**config.mk**
```make
export PLATFORM = sky130hd
export DESIGN_NAME = sync_fifo_flex
export DESIGN_NICKNAME = d
export VERILOG_FILES = /design/src/rtl/sync_fifo_flex.sv
export SDC_FILE = /design/constraint.sdc
export NUM_CORES = 1
export LEC_CHECK = 0
export CORE_MARGIN = 4
export CORE_UTILIZATION = 35
export CTS_CLUSTER_DIAMETER = 40
export DETAILED_ROUTE_END_ITERATION = 8
export DONT_BUFFER_PORTS = 1
export PLACE_DENSITY = 0.53
export SYNTH_ARGS = -nofsm -noshare
export SYNTH_HDL_FRONTEND = slang
export SYNTH_SLANG_ARGS = --single-unit
```
**constraint.sdc**
```tcl
create_clock -name clk -period 2.7 [get_ports clk]
set_clock_uncertainty 0.05 [all_clocks]
set_input_delay 0.81 -clock clk [delete_from_list [all_inputs] [get_ports clk]]
set_output_delay 0.81 -clock clk [all_outputs]
set_load 0.02 [all_outputs]
```
**src/rtl/sync_fifo_flex.sv**
```systemverilog
// rtl/sync_fifo_flex.sv - parametrised single-clock FIFO with occupancy, thresholds, error pulses and FWFT option
//
// Purpose: general buffering stage between producer and consumer logic in one clock domain.
// Ports:
//   clk          - clock, all state on rising edge
//   rst_n        - asynchronous active-low reset
//   wr_en, din   - write request and write data
//   rd_en        - read request (pop)
//   dout         - read data (registered in standard mode, head word in FWFT mode)
//   rd_valid     - newly popped data pulse (standard) / head word present (FWFT)
//   full, empty, almost_full, almost_empty - flags decoded from count
//   count        - current occupancy, 0..DEPTH
//   overflow     - one-cycle pulse for a rejected write
//   underflow    - one-cycle pulse for a rejected read
module sync_fifo_flex #(
  parameter int DATA_WIDTH = 8,
  parameter int DEPTH      = 8,
  parameter int AF_THRESH  = DEPTH - 2,
  parameter int AE_THRESH  = 2,
  parameter int FWFT       = 0,
  parameter int ADDR_WIDTH = $clog2(DEPTH)
) (
  input  logic                  clk,
  input  logic                  rst_n,
  input  logic                  wr_en,
  input  logic [DATA_WIDTH-1:0] din,
  input  logic                  rd_en,
  output logic [DATA_WIDTH-1:0] dout,
  output logic                  rd_valid,
  output logic                  full,
  output logic                  empty,
  output logic                  almost_full,
  output logic                  almost_empty,
  output logic [ADDR_WIDTH:0]   count,
  output logic                  overflow,
  output logic                  underflow
);

  localparam int CW = ADDR_WIDTH + 1;
  localparam logic [ADDR_WIDTH:0] DEPTH_C = CW'(DEPTH);
  localparam logic [ADDR_WIDTH:0] AF_C    = CW'(AF_THRESH);
  localparam logic [ADDR_WIDTH:0] AE_C    = CW'(AE_THRESH);

  logic [DATA_WIDTH-1:0] mem [DEPTH];
  logic [ADDR_WIDTH-1:0] wr_ptr;
  logic [ADDR_WIDTH-1:0] rd_ptr;
  logic                  wr_acc;
  logic                  rd_acc;

  // Flags come from the occupancy counter only; pointers are allowed to alias.
  assign full         = (count == DEPTH_C);
  assign empty        = (count == '0);
  assign almost_full  = (count >= AF_C);
  assign almost_empty = (count <= AE_C);

  // Acceptance is judged on pre-edge state, so a full FIFO can still pop and
  // an empty one can still push in the same cycle (no write-to-read bypass).
  assign wr_acc = wr_en & ~full;
  assign rd_acc = rd_en & ~empty;

  // Storage has no reset; stale words are unreachable once pointers/count clear.
  always_ff @(posedge clk) begin
    if (wr_acc) begin
      mem[wr_ptr] <= din;
    end
  end

  always_ff @(posedge clk or negedge rst_n) begin
    if (!rst_n) begin
      wr_ptr    <= '0;
      rd_ptr    <= '0;
      count     <= '0;
      overflow  <= 1'b0;
      underflow <= 1'b0;
    end else begin
      overflow  <= wr_en & full;
      underflow <= rd_en & empty;
      if (wr_acc) begin
        wr_ptr <= wr_ptr + ADDR_WIDTH'(1);
      end
      if (rd_acc) begin
        rd_ptr <= rd_ptr + ADDR_WIDTH'(1);
      end
      case ({wr_acc, rd_acc})
        2'b10:   count <= count + CW'(1);
        2'b01:   count <= count - CW'(1);
        default: count <= count;
      endcase
    end
  end

  generate
    if (FWFT != 0) begin : g_fwft
      // Head word is shown directly; forced to zero while empty so reset
      // presents a clean dout.
      assign dout     = empty ? '0 : mem[rd_ptr];
      assign rd_valid = ~empty;
    end else begin : g_std
      logic [DATA_WIDTH-1:0] dout_q;
      logic                  rd_valid_q;

      always_ff @(posedge clk or negedge rst_n) begin
        if (!rst_n) begin
          dout_q     <= '0;
          rd_valid_q <= 1'b0;
        end else begin
          rd_valid_q <= rd_acc;
          if (rd_acc) begin
            dout_q <= mem[rd_ptr];
          end
        end
      end

      assign dout     = dout_q;
      assign rd_valid = rd_valid_q;
    end
  endgenerate

endmodule

```
==> qor.txt, run 1 <==
Die width: 108.4 um
Max Cap Viol: 0
Final worst-path cycle share: 88.38%
Post-synth EDFFs: 64
Routed vias/inst: 4.784
Remaining DRCs: 0
Placed cell count: 359
Placed cell area: 3716 um^2
Hold WC Path Type: in2async
FF-to-FF Start: count[3]
R2R setup slack: 0.31 ns
WL per Instance: 16.41 um
Post-CTS Setup Inserts: 0
Die H: 108.4 um
Num rows: 36
Worst EP arrival: 2.56 ns
Status: finished, final reports clean
Largest net degree at the start of global routing: 35
Core ar.: 9819 um^2
Max VDD drop: 0.0005149 V
Area delta synth->final: 11.59%
Routed Wire Length: 6154 um
Area of the die: 11760 um^2
TritonCTS Buffers: 9
CP Launch Type: flip-flop
Starting Density: 35.96%
Fmax: 0.4191 GHz
Max clock buf depth: 2
Critical path buffer and inverter count: 1
Grt total ovfl: 0
Fin cells: 375
Pwr dens: 1100 nW/um^2
Root Buffer: clkbuf_8
First-pass GRT wire length: 9791 um
Final setup fails: 0
CP most frequent cell: xor2_1
Flop and latch count out of synthesis: 85
Worst skew pair latency: 0.35 ns
CTS HTree Levels: 3
Worst Tran Pin Value: 0.6891 ns
Ys flop type: edfxtp_1
CP Cell Sequence: nor4b_2 -> nor2b_1 -> inv_1 -> ha_1 -> xor2_1 -> ha_1 -> a21oi_1 -> xor2_1 -> nor2_1 -> xor2_1
Initial DRC Count: 116
Worst path slowest cell: dfrtp_1
RD Place Congestion: 0.6926
Clk sinks: 85
Number of distinct library cells after synthesis: 35
CTS tree: built
FF-to-FF End: count[2]
Hold buffer count at cts: 0
Post-DP HPWL: 4117 um
Crit. End Element: flip-flop
Syn_area_per_cell: 16.12 um^2
Antenna violations before repair: 0
Seq/Total Area, Yosys: 69.31%
Worst Path Max Fanout: 6
Synthesized net count: 236
Slew margin rel.: 53.97%
Worst-path clk slew: 0.09 ns
Share of layout cells above drive strength 1: 25.21%
Warnings from Yosys: 0
IO Count: 31
Router iterations before antenna repair: 4
Tmin final: 2.386 ns
Post-CTS Resized: 0
Vias in the first global route: 1827
Routed vias: 1794
P_leak: 1.439 nW
Final slew viol count: 0
Post-Synthesis Cells: 219
Hold Fails Final Rpt: 0
Reg2reg path depth: 10
Critical Path RT: 2.88 ns
Ys async rst share: 24.71%
GR Util All Layers: 11.32%
Final nets: 254
Power Total: 4.332 mW
Diode count: 0
Remaining antenna violation count after routing: 0
Fin util: 40.12%
Delay-heaviest family, CP: flip-flops
Fin area: 3940 um^2
Setup TNS: 0 ns
Port Buffers: 0
CP Class: reg2reg
Largest stage delay on the critical path: 0.58 ns
Unrepaired setup endpoints after global routing: false
Cell Area, Synth: 3531 um^2
==> sequential cells by signal, summed over array words and instances (netlist names) <==
register and count:
underflow 1, count 4, rd_valid 1, rd_ptr 3, dout 8, wr_ptr 3, mem 64, overflow 1
==> power by group <==
group          leakage [nW]  switching, mW  total [mW]  internal (mW)
registers             0.835          0.290        1.99           1.70
clock network         0.109          0.464       0.997          0.533
logic                 0.495          0.739        1.34          0.606
total                  1.44           1.49        4.33           2.84
==> worst max path at each step <==
stage / start / end / slack [ns] / cells past startpoint
after floorplan: count[1] / count[2] / 0.02 / 11
after global placement: wr_en / count[2] / 0.35 / 9
after detailed placement: count[3] / count[2] / 0.29 / 10
after CTS: count[3] / count[2] / 0.28 / 10
after global routing: count[3] / count[2] / 0.08 / 10
final: count[3] / count[2] / 0.31 / 10
==> placed cells by master (no fill, tap or decap), types with 2 or more instances in the layout <==
cell / n
mux2i_1: 16
a221o_1: 8
dfrtp_1: 21
edfxtp_1: 64
a21oi_1: 2
mux2_2: 17
nor3b_1: 2
bufinv_16: 2
nand2_1: 20
buf_4: 17
o22ai_1: 8
nor2_1: 8
xnor2_1: 4
nand2b_1: 6
and2_1: 2
o21ai_2: 8
xor2_1: 4
ha_1: 5
nor2b_1: 2
nor3_1: 2
clkbuf_8: 9
==> cell families (layout without fill, tap and decap cells) <==
| family | after synthesis | after routing | share of synthesized area, % |
|---|---|---|---|
| flip-flops | 85 | 85 | 69.31 |
| AND/OR/NAND/NOR | 46 | 46 | 6.874 |
| multiplexers | 33 | 33 | 9.957 |
| AO/OA/AOI/OAI | 30 | 30 | 6.804 |
| buffers and inverters | 12 | 35 | 3.295 |
| XOR/XNOR | 8 | 8 | 1.984 |
| adder cells (fa/ha/maj) | 5 | 5 | 1.772 |
==> layer usage <==
| metal | vias to the layer above | GRT usage, % | routed length, um |
|---|---|---|---|
| li1 | 864 | - | - |
| met1 | 873 | 15.02 | 2811 |
| met2 | 46 | 17.21 | 2846 |
| met3 | 11 | 3.582 | 395 |
| met4 | 0 | 4.599 | 100 |
| met5 | - | 0 | 0 |
==> Yosys cell counts (all sizes together) (4+ instances only) <==
library cell	number	area (um^2)
ha	5	62.56
nor2	8	30.03
nand2b	6	37.54
edfxtp	64	1922
mux2i	16	160.2
a221o	8	80.08
o21ai	8	70.07
xor2	4	35.03
dfrtp	21	525.5
buf	9	105.1
xnor2	4	35.03
nand2	21	81.33
o22ai	8	50.05
mux2	17	191.4
==> through the flow <==
step	hold slack [ns]	setup WS, ns
finish	0.09394	0.3138
global route	0.05909	0.08499
CTS	0.07378	0.2757
detailed placement	0.4652	0.2899
global placement	0.4649	0.3527
floorplan	0.4370	0.02181
==> area by class of cell <==
| cell class | instances | area, um^2 |
|---|---|---|
| well taps | 133 | 166.4 |
| clock inverters | 6 | 96.34 |
| inverters | 2 | 7.507 |
| multi-input cells | 122 | 967.2 |
| fillers | 945 | 5879 |
| flip-flops and latches | 85 | 2447 |
| clock buffers | 10 | 127.6 |
| repair buffers | 17 | 127.6 |
Power figures use the tool's default switching activity.
==> inputs of run 2 (changes only) <==
--- a/config.mk
+++ b/config.mk
@@ -5,7 +5,6 @@
 export SDC_FILE = /design/constraint.sdc
 export NUM_CORES = 1
 export LEC_CHECK = 0
-export CORE_MARGIN = 4
 export CORE_UTILIZATION = 35
 export CTS_CLUSTER_DIAMETER = 40
 export DETAILED_ROUTE_END_ITERATION = 8
==> constraint.sdc (replaced) <==
create_clock -name clk -period 2.4 [get_ports clk]
set_clock_uncertainty 0.05 [all_clocks]
set_input_delay 0.72 -clock clk [delete_from_list [all_inputs] [get_ports clk]]
set_output_delay 0.72 -clock clk [all_outputs]
set_load 0.02 [all_outputs]
==> qor.txt, run 2 (same netlist as run 1, synthesis figures left out) <==
Tmin final: 2.199 ns
Largest register by flop count: mem (unchanged)
Worst slack, placed: 0.1495 ns (was 0.2899 ns)
GRT met3 Usage: 4.104% (was 3.582%)
First-pass GRT wire length: 10200 um (was 9791 um)
Max Cap Viol: 0 (unchanged)
CP Cell Sequence: buf_4 -> a211oi_1 -> buf_4 (was nor4b_2 -> nor2b_1 -> inv_1 -> ha_1 -> xor2_1 -> ha_1 -> a21oi_1 -> xor2_1 -> nor2_1 -> xor2_1)
TritonCTS Buffers: 9 (unchanged)
Worst path slowest cell: dfrtp_1 (unchanged)
Die H: 102.4 um (was 108.4 um)
Fmax: 0.4547 GHz
Port Buffers: 0 (unchanged)
RD Place Congestion: 0.7074 (was 0.6926)
Post-route setup slack: 0.2007 ns (was 0.3138 ns)
Worst hold margin: 0.3983 ns (was 0.09394 ns)
R2R setup slack: 0.21 ns (was 0.31 ns)
Placed cell area: 3779 um^2 (was 3716 um^2)
Met1 Usage GRT: 18.59% (was 15.02%)
Worst-path clk slew: 0.09 ns (about the same)
CTS HTree Levels: 3 (unchanged)
Reg2reg path depth: 10 (unchanged)
Crit. End Element: output port (was flip-flop)
Routed vias/inst: 4.894 (was 4.784)
Clk sinks: 85 (unchanged)
Remaining antenna violation count after routing: 0 (unchanged)
Max VDD drop: 0.0003850 V (was 0.0005149 V)
Number of flip-flops in the largest register: 64 (unchanged)
Final setup fails: 0 (unchanged)
Routed Wire Length: 6497 um (was 6154 um)
Root Buffer: clkbuf_8 (unchanged)
Worst EP arrival: 1.43 ns (was 2.56 ns)
Diode count: 0 (unchanged)
Hold Fails Final Rpt: 0 (unchanged)
Area of the die: 10490 um^2 (was 11760 um^2)
Core ar.: 9774 um^2 (was 9819 um^2)
Grt total ovfl: 0 (unchanged)
Critical Path RT: 1.63 ns (was 2.88 ns)
Worst Path Max Fanout: 4 (was 6)
FF-to-FF Start: count[2] (was count[3])
Max clock buf depth: 2 (unchanged)
FF-to-FF End: count[2] (unchanged)
Unrepaired setup endpoints after global routing: false (unchanged)
Commonest non-fill, non-tap cell in the layout: edfxtp_1 (unchanged)
Share of layout cells above drive strength 1: 29.27% (was 25.21%)
Largest net degree at the start of global routing: 28 (was 35)
Slew margin rel.: 32.45% (was 53.97%)
Num rows: 36 (unchanged)
Critical path buffer and inverter count: 2 (was 1)
Largest stage delay on the critical path: 0.46 ns (was 0.58 ns)
Hold Crit Start: din[7]
Met2 usage: 20.77% (was 17.21%)
Remaining DRCs: 0 (unchanged)
Fin area: 4005 um^2 (was 3940 um^2)
CP Launch Type: flip-flop (unchanged)
Placed cell count: 361 (was 359)
Pwr dens: 1225 nW/um^2 (was 1100 nW/um^2)
Status: finished, final reports clean (unchanged)
Routed vias: 1855 (was 1794)
Hold WC Path Type: in2reg (was in2async)
IO Count: 31 (unchanged)
Most used routing layer: met2 (unchanged)
Final nets: 258 (was 254)
GR Util All Layers: 13.93% (was 11.32%)
Delay-heaviest family, CP: flip-flops (unchanged)
Hold Path Depth: 0
Final worst-path cycle share: 91.64%
WL per Instance: 17.14 um (was 16.41 um)
Final slew viol count: 0 (unchanged)
Area delta synth->final: 13.43% (was 11.59%)
Vias in the first global route: 1819 (was 1827)
Initial DRC Count: 90 (was 116)
Router iterations before antenna repair: 5 (was 4)
Hold Path Sink: mem[3][7]
Worst skew pair latency: 0.36 ns (was 0.35 ns)
Leading cell types in the layout, fill and taps excluded: edfxtp_1 (64), nand2_1 (20), dfrtp_1 (20), buf_4 (19), mux2_2 (17) (was edfxtp_1 (64), dfrtp_1 (21), nand2_1 (20), mux2_2 (17), buf_4 (17))
Worst Tran Pin Value: 1.010 ns (was 0.6891 ns)
CP most frequent cell: buf_4 (was xor2_1)
Fin cells: 379 (was 375)
Post-DP HPWL: 4261 um (was 4117 um)
CTS tree: built (unchanged)
Setup TNS: 0 ns (unchanged)
P_leak: 1.456 nW (was 1.439 nW)
CP Class: reg2out (was reg2reg)
Die width: 102.4 um (was 108.4 um)
Starting Density: 36.12% (was 35.96%)
Antenna violations before repair: 0 (unchanged)
==> run 2: cell count changes in the layout (fill, tap and decap cells not counted), moves of 2 or more <==
cell      delta
a21oi_1      -2
a21oi_2      +2
buf_4        +2
clkbuf_8     +2
clkinv_4     +2
ha_1         -3
ha_2         +2
==> run 2: worst max-delay path by stage <==
stage	from	to	slack [ns]	depth (start not counted)
floorplan	count[2]	count[2]	-0.1	12
global placement	count[2]	count[2]	0.22	10
CTS	count[2]	count[2]	0.13	10
finish	count[1]	almost_empty	0.20	3
detailed placement	count[2]	count[2]	0.15	10
global route	count[1]	count[2]	0.01	10
==> run 2: layer usage <==
layer	wire length, um	part of all wire [%]
met5	0	0
met1	3061	47
met3	258	4.0
met4	135	2.1
met2	3041	47
==> run 2: what timing repair did <==
item                       CTS  global route
resized for setup            0             1
hold buffers                 1             0
setup endpoints to repair    0             1
buffers inserted             0             1
hold endpoints to repair    21             0
==> run 2: area by class of cell <==
cell class	count	area, um^2
Sequential cell	85	2449
Timing Repair Buffer	21	157.7
Clock buffer	12	155.1
Multi-Input combinational cell	122	1008
Inverter	2	12.51
Clock inverter	4	56.30
Tap cell	133	166.4
Fill cell	914	5769
==> run 2: per-stage QoR <==
step | util [%] | power (mW)
3_5_place_dp | 38.66 | 3.899
3_3_place_gp | 38.66 | 3.867
5_1_grt | 40.98 | 5.212
2_1_floorplan | - | 3.575
6_report | 40.98 | 4.905
4_1_cts | 40.92 | 4.970
==> run 2: power breakdown <==
group          internal [mW]  switching [mW]
clock                  0.544           0.507
sequential              1.92           0.312
combinational          0.732           0.895
total                   3.19            1.71
==> inputs of run 3 (changes only) <==
--- a/config.mk
+++ b/config.mk
@@ -5,11 +5,11 @@
 export SDC_FILE = /design/constraint.sdc
 export NUM_CORES = 1
 export LEC_CHECK = 0
-export CORE_UTILIZATION = 35
+export CORE_UTILIZATION = 25
 export CTS_CLUSTER_DIAMETER = 40
 export DETAILED_ROUTE_END_ITERATION = 8
 export DONT_BUFFER_PORTS = 1
-export PLACE_DENSITY = 0.53
+export PLACE_DENSITY = 0.42
 export SYNTH_ARGS = -nofsm -noshare
 export SYNTH_HDL_FRONTEND = slang
 export SYNTH_SLANG_ARGS = --single-unit
==> qor.txt, run 3 (same netlist as run 1, synthesis figures left out) <==
Status: finished, final reports clean (unchanged)
Largest stage delay on the critical path: 0.46 ns (about the same)
Diode count: 0 (unchanged)
Area delta synth->final: 17.93% (was 13.43%)
Placed cell area: 3852 um^2 (was 3779 um^2)
Critical path buffer and inverter count: 1 (was 2)
RD Place Congestion: 0.6424 (was 0.7074)
Critical Path RT: 2.60 ns (was 1.63 ns)
Worst path slowest cell: dfrtp_1 (unchanged)
CTS tree: built (unchanged)
Clk sinks: 85 (unchanged)
Worst skew pair latency: 0.34 ns (was 0.36 ns)
Die H: 120.8 um (was 102.4 um)
Remaining antenna violation count after routing: 0 (unchanged)
Grt total ovfl: 0 (unchanged)
IO Count: 31 (unchanged)
Remaining DRCs: 0 (unchanged)
Placed cell count: 410 (was 361)
Router iterations before antenna repair: 4 (was 5)
Vias in the first global route: 1884 (was 1819)
Post-route setup slack: 0.2546 ns (was 0.2007 ns)
Max Cap Viol: 0 (unchanged)
Final nets: 258 (unchanged)
Reg2reg path depth: 10 (unchanged)
Initial DRC Count: 77 (was 90)
Commonest non-fill, non-tap cell in the layout: edfxtp_1 (unchanged)
P_leak: 1.501 nW (was 1.456 nW)
Reg power frac: 41.9% (was 45.4%)
Clock power share: 27.1% (was 21.4%)
Fin util: 30.11% (was 40.98%)
R2R setup slack: 0.25 ns (was 0.21 ns)
First-pass GRT wire length: 10840 um (was 10200 um)
Number of flip-flops in the largest register: 64 (unchanged)
TritonCTS Buffers: 9 (unchanged)
Worst Tran Pin Value: 0.6729 ns (was 1.010 ns)
Hold Fails Final Rpt: 0 (unchanged)
Area of the die: 14600 um^2 (was 10490 um^2)
Largest net degree at the start of global routing: 26 (was 28)
Fin area: 4164 um^2 (was 4005 um^2)
WL per Instance: 15.81 um (was 17.14 um)
Pint: 3.520 mW (was 3.191 mW)
Max VDD drop: 0.0004396 V (was 0.0003850 V)
Switch share: 33.35% (was 34.95%)
Crit. End Element: flip-flop (was output port)
Core ar.: 13830 um^2 (was 9774 um^2)
Pwr dens: 1268 nW/um^2 (was 1225 nW/um^2)
Port Buffers: 0 (unchanged)
Sw power: 1.761 mW (was 1.714 mW)
Delay-heaviest family, CP: simple AND/OR/NAND/NOR gates (was flip-flops)
Tmin final: 2.145 ns (was 2.199 ns)
Die width: 120.8 um (was 102.4 um)
Worst Path Max Fanout: 5 (was 4)
GR Util All Layers: 10.35% (was 13.93%)
Routed vias/inst: 4.200 (was 4.894)
Fmax: 0.4661 GHz (was 0.4547 GHz)
Slew margin rel.: 55.05% (was 32.45%)
Num rows: 43 (was 36)
Antenna violations before repair: 0 (unchanged)
Gate power share: 31.0% (was 33.2%)
CTS HTree Levels: 3 (unchanged)
FF-to-FF Start: count[1] (was count[2])
Worst slack, placed: 0.1621 ns (was 0.1495 ns)
Worst EP arrival: 2.35 ns (was 1.43 ns)
Final worst-path cycle share: 89.39% (was 91.64%)
Max clock buf depth: 2 (unchanged)
Final slew viol count: 0 (unchanged)
Root Buffer: clkbuf_16 (was clkbuf_8)
Worst-path clk slew: 0.06 ns (was 0.09 ns)
Hold WC Path Type: in2async (was in2reg)
Routed vias: 1789 (was 1855)
Post-CTS Setup Inserts: 0 (unchanged)
CP Launch Type: flip-flop (unchanged)
CP Cell Sequence: nor4b_4 -> nor2b_1 -> inv_2 -> ha_4 -> xor2_1 -> ha_2 -> a21oi_2 -> xor2_1 -> nor2_1 -> xor2_1 (was buf_4 -> a211oi_1 -> buf_4)
CP most frequent cell: xor2_1 (was buf_4)
Routed Wire Length: 6734 um (was 6497 um)
Hold buffer count at cts: 0 (was 1)
Starting Density: 25.54% (was 36.12%)
Leading cell types in the layout, fill and taps excluded: edfxtp_1 (64), buf_4 (21), nand2_1 (20), dfrtp_1 (20), mux2_2 (17) (was edfxtp_1 (64), nand2_1 (20), dfrtp_1 (20), buf_4 (19), mux2_2 (17))
Critical path depth: 10 (was 3)
Fin cells: 426 (was 379)
CP Class: reg2reg (was reg2out)
Share of layout cells above drive strength 1: 29.67% (was 29.27%)
Final setup fails: 0 (unchanged)
FF-to-FF End: count[2] (unchanged)
Unrepaired setup endpoints after global routing: false (unchanged)
Largest register by flop count: mem (unchanged)
Post-DP HPWL: 4583 um (was 4261 um)
==> run 3: cell count changes in the layout (fill, tap and decap cells not counted), moves of 2 or more <==
cell / before / now
buf_4: 19 / 21
clkbuf_8: 11 / 2
clkinv_4: 3 / 1
clkbuf_16: 0 / 9
==> run 3: per-layer routing <==
layer / wire [um] / global-route usage [%] / vias up / share of wire [%]
li1: - / - / 872 / -
met1: 3232 / 13.23 / 880 / 48
met2: 3133 / 15.71 / 27 / 47
met3: 209 / 2.736 / 10 / 3.1
met4: 159 / 6.019 / 0 / 2.4
met5: 0 / 0 / - / 0
==> run 3: power by group through the flow <==
stage	clock, mW	combinational [mW]	sequential, mW
finish	1.43	1.64	2.21
detailed placement	0	1.67	2.25
global route	1.52	1.81	2.26
floorplan	0	1.33	2.25
CTS	1.48	1.68	2.22
global placement	0	1.67	2.24
==> run 3: per-stage QoR <==
step                      total power [mW]  hold WS [ns]  setup TNS (ns)
after floorplan                      3.575        0.3744         -0.1452
after global placement               3.907        0.3750               0
after detailed placement             3.921        0.3750               0
after CTS                            5.379      0.008291               0
after global routing                 5.594      0.004150               0
final                                5.281       0.02554               0
==> run 3: what timing repair did <==
| action | 4_1_cts | 5_1_grt |
|---|---|---|
| endpoints found under the setup margin | 0 | 1 |
| hold endpoints to repair | 0 | 0 |
| gates resized for setup | 0 | 1 |
==> run 3: worst reg2reg max path: stages (launching register included) <==
cell     delay, ns
dfrtp_1       0.46
nor4b_4       0.35
nor2b_1       0.11
inv_2         0.12
ha_4          0.17
xor2_1        0.15
ha_2          0.19
a21oi_2       0.03
xor2_1        0.15
nor2_1        0.11
xor2_1        0.16
==> run 3: worst max-delay path by stage <==
stage,from,end
after floorplan,count[2],count[2]
after global placement,count[1],count[2]
after detailed placement,count[1],count[2]
after CTS,count[1],count[2]
after global routing,count[1],count[2]
final,count[1],count[2]
==> run 3: cell type report <==
cell class | instances | area (um^2)
multi-input cells | 122 | 1008
clock inverters | 4 | 55.05
well taps | 180 | 225.2
flip-flops and latches | 85 | 2449
fillers | 1371 | 9663
repair buffers | 21 | 157.7
clock buffers | 12 | 256.5
inverters | 2 | 12.51
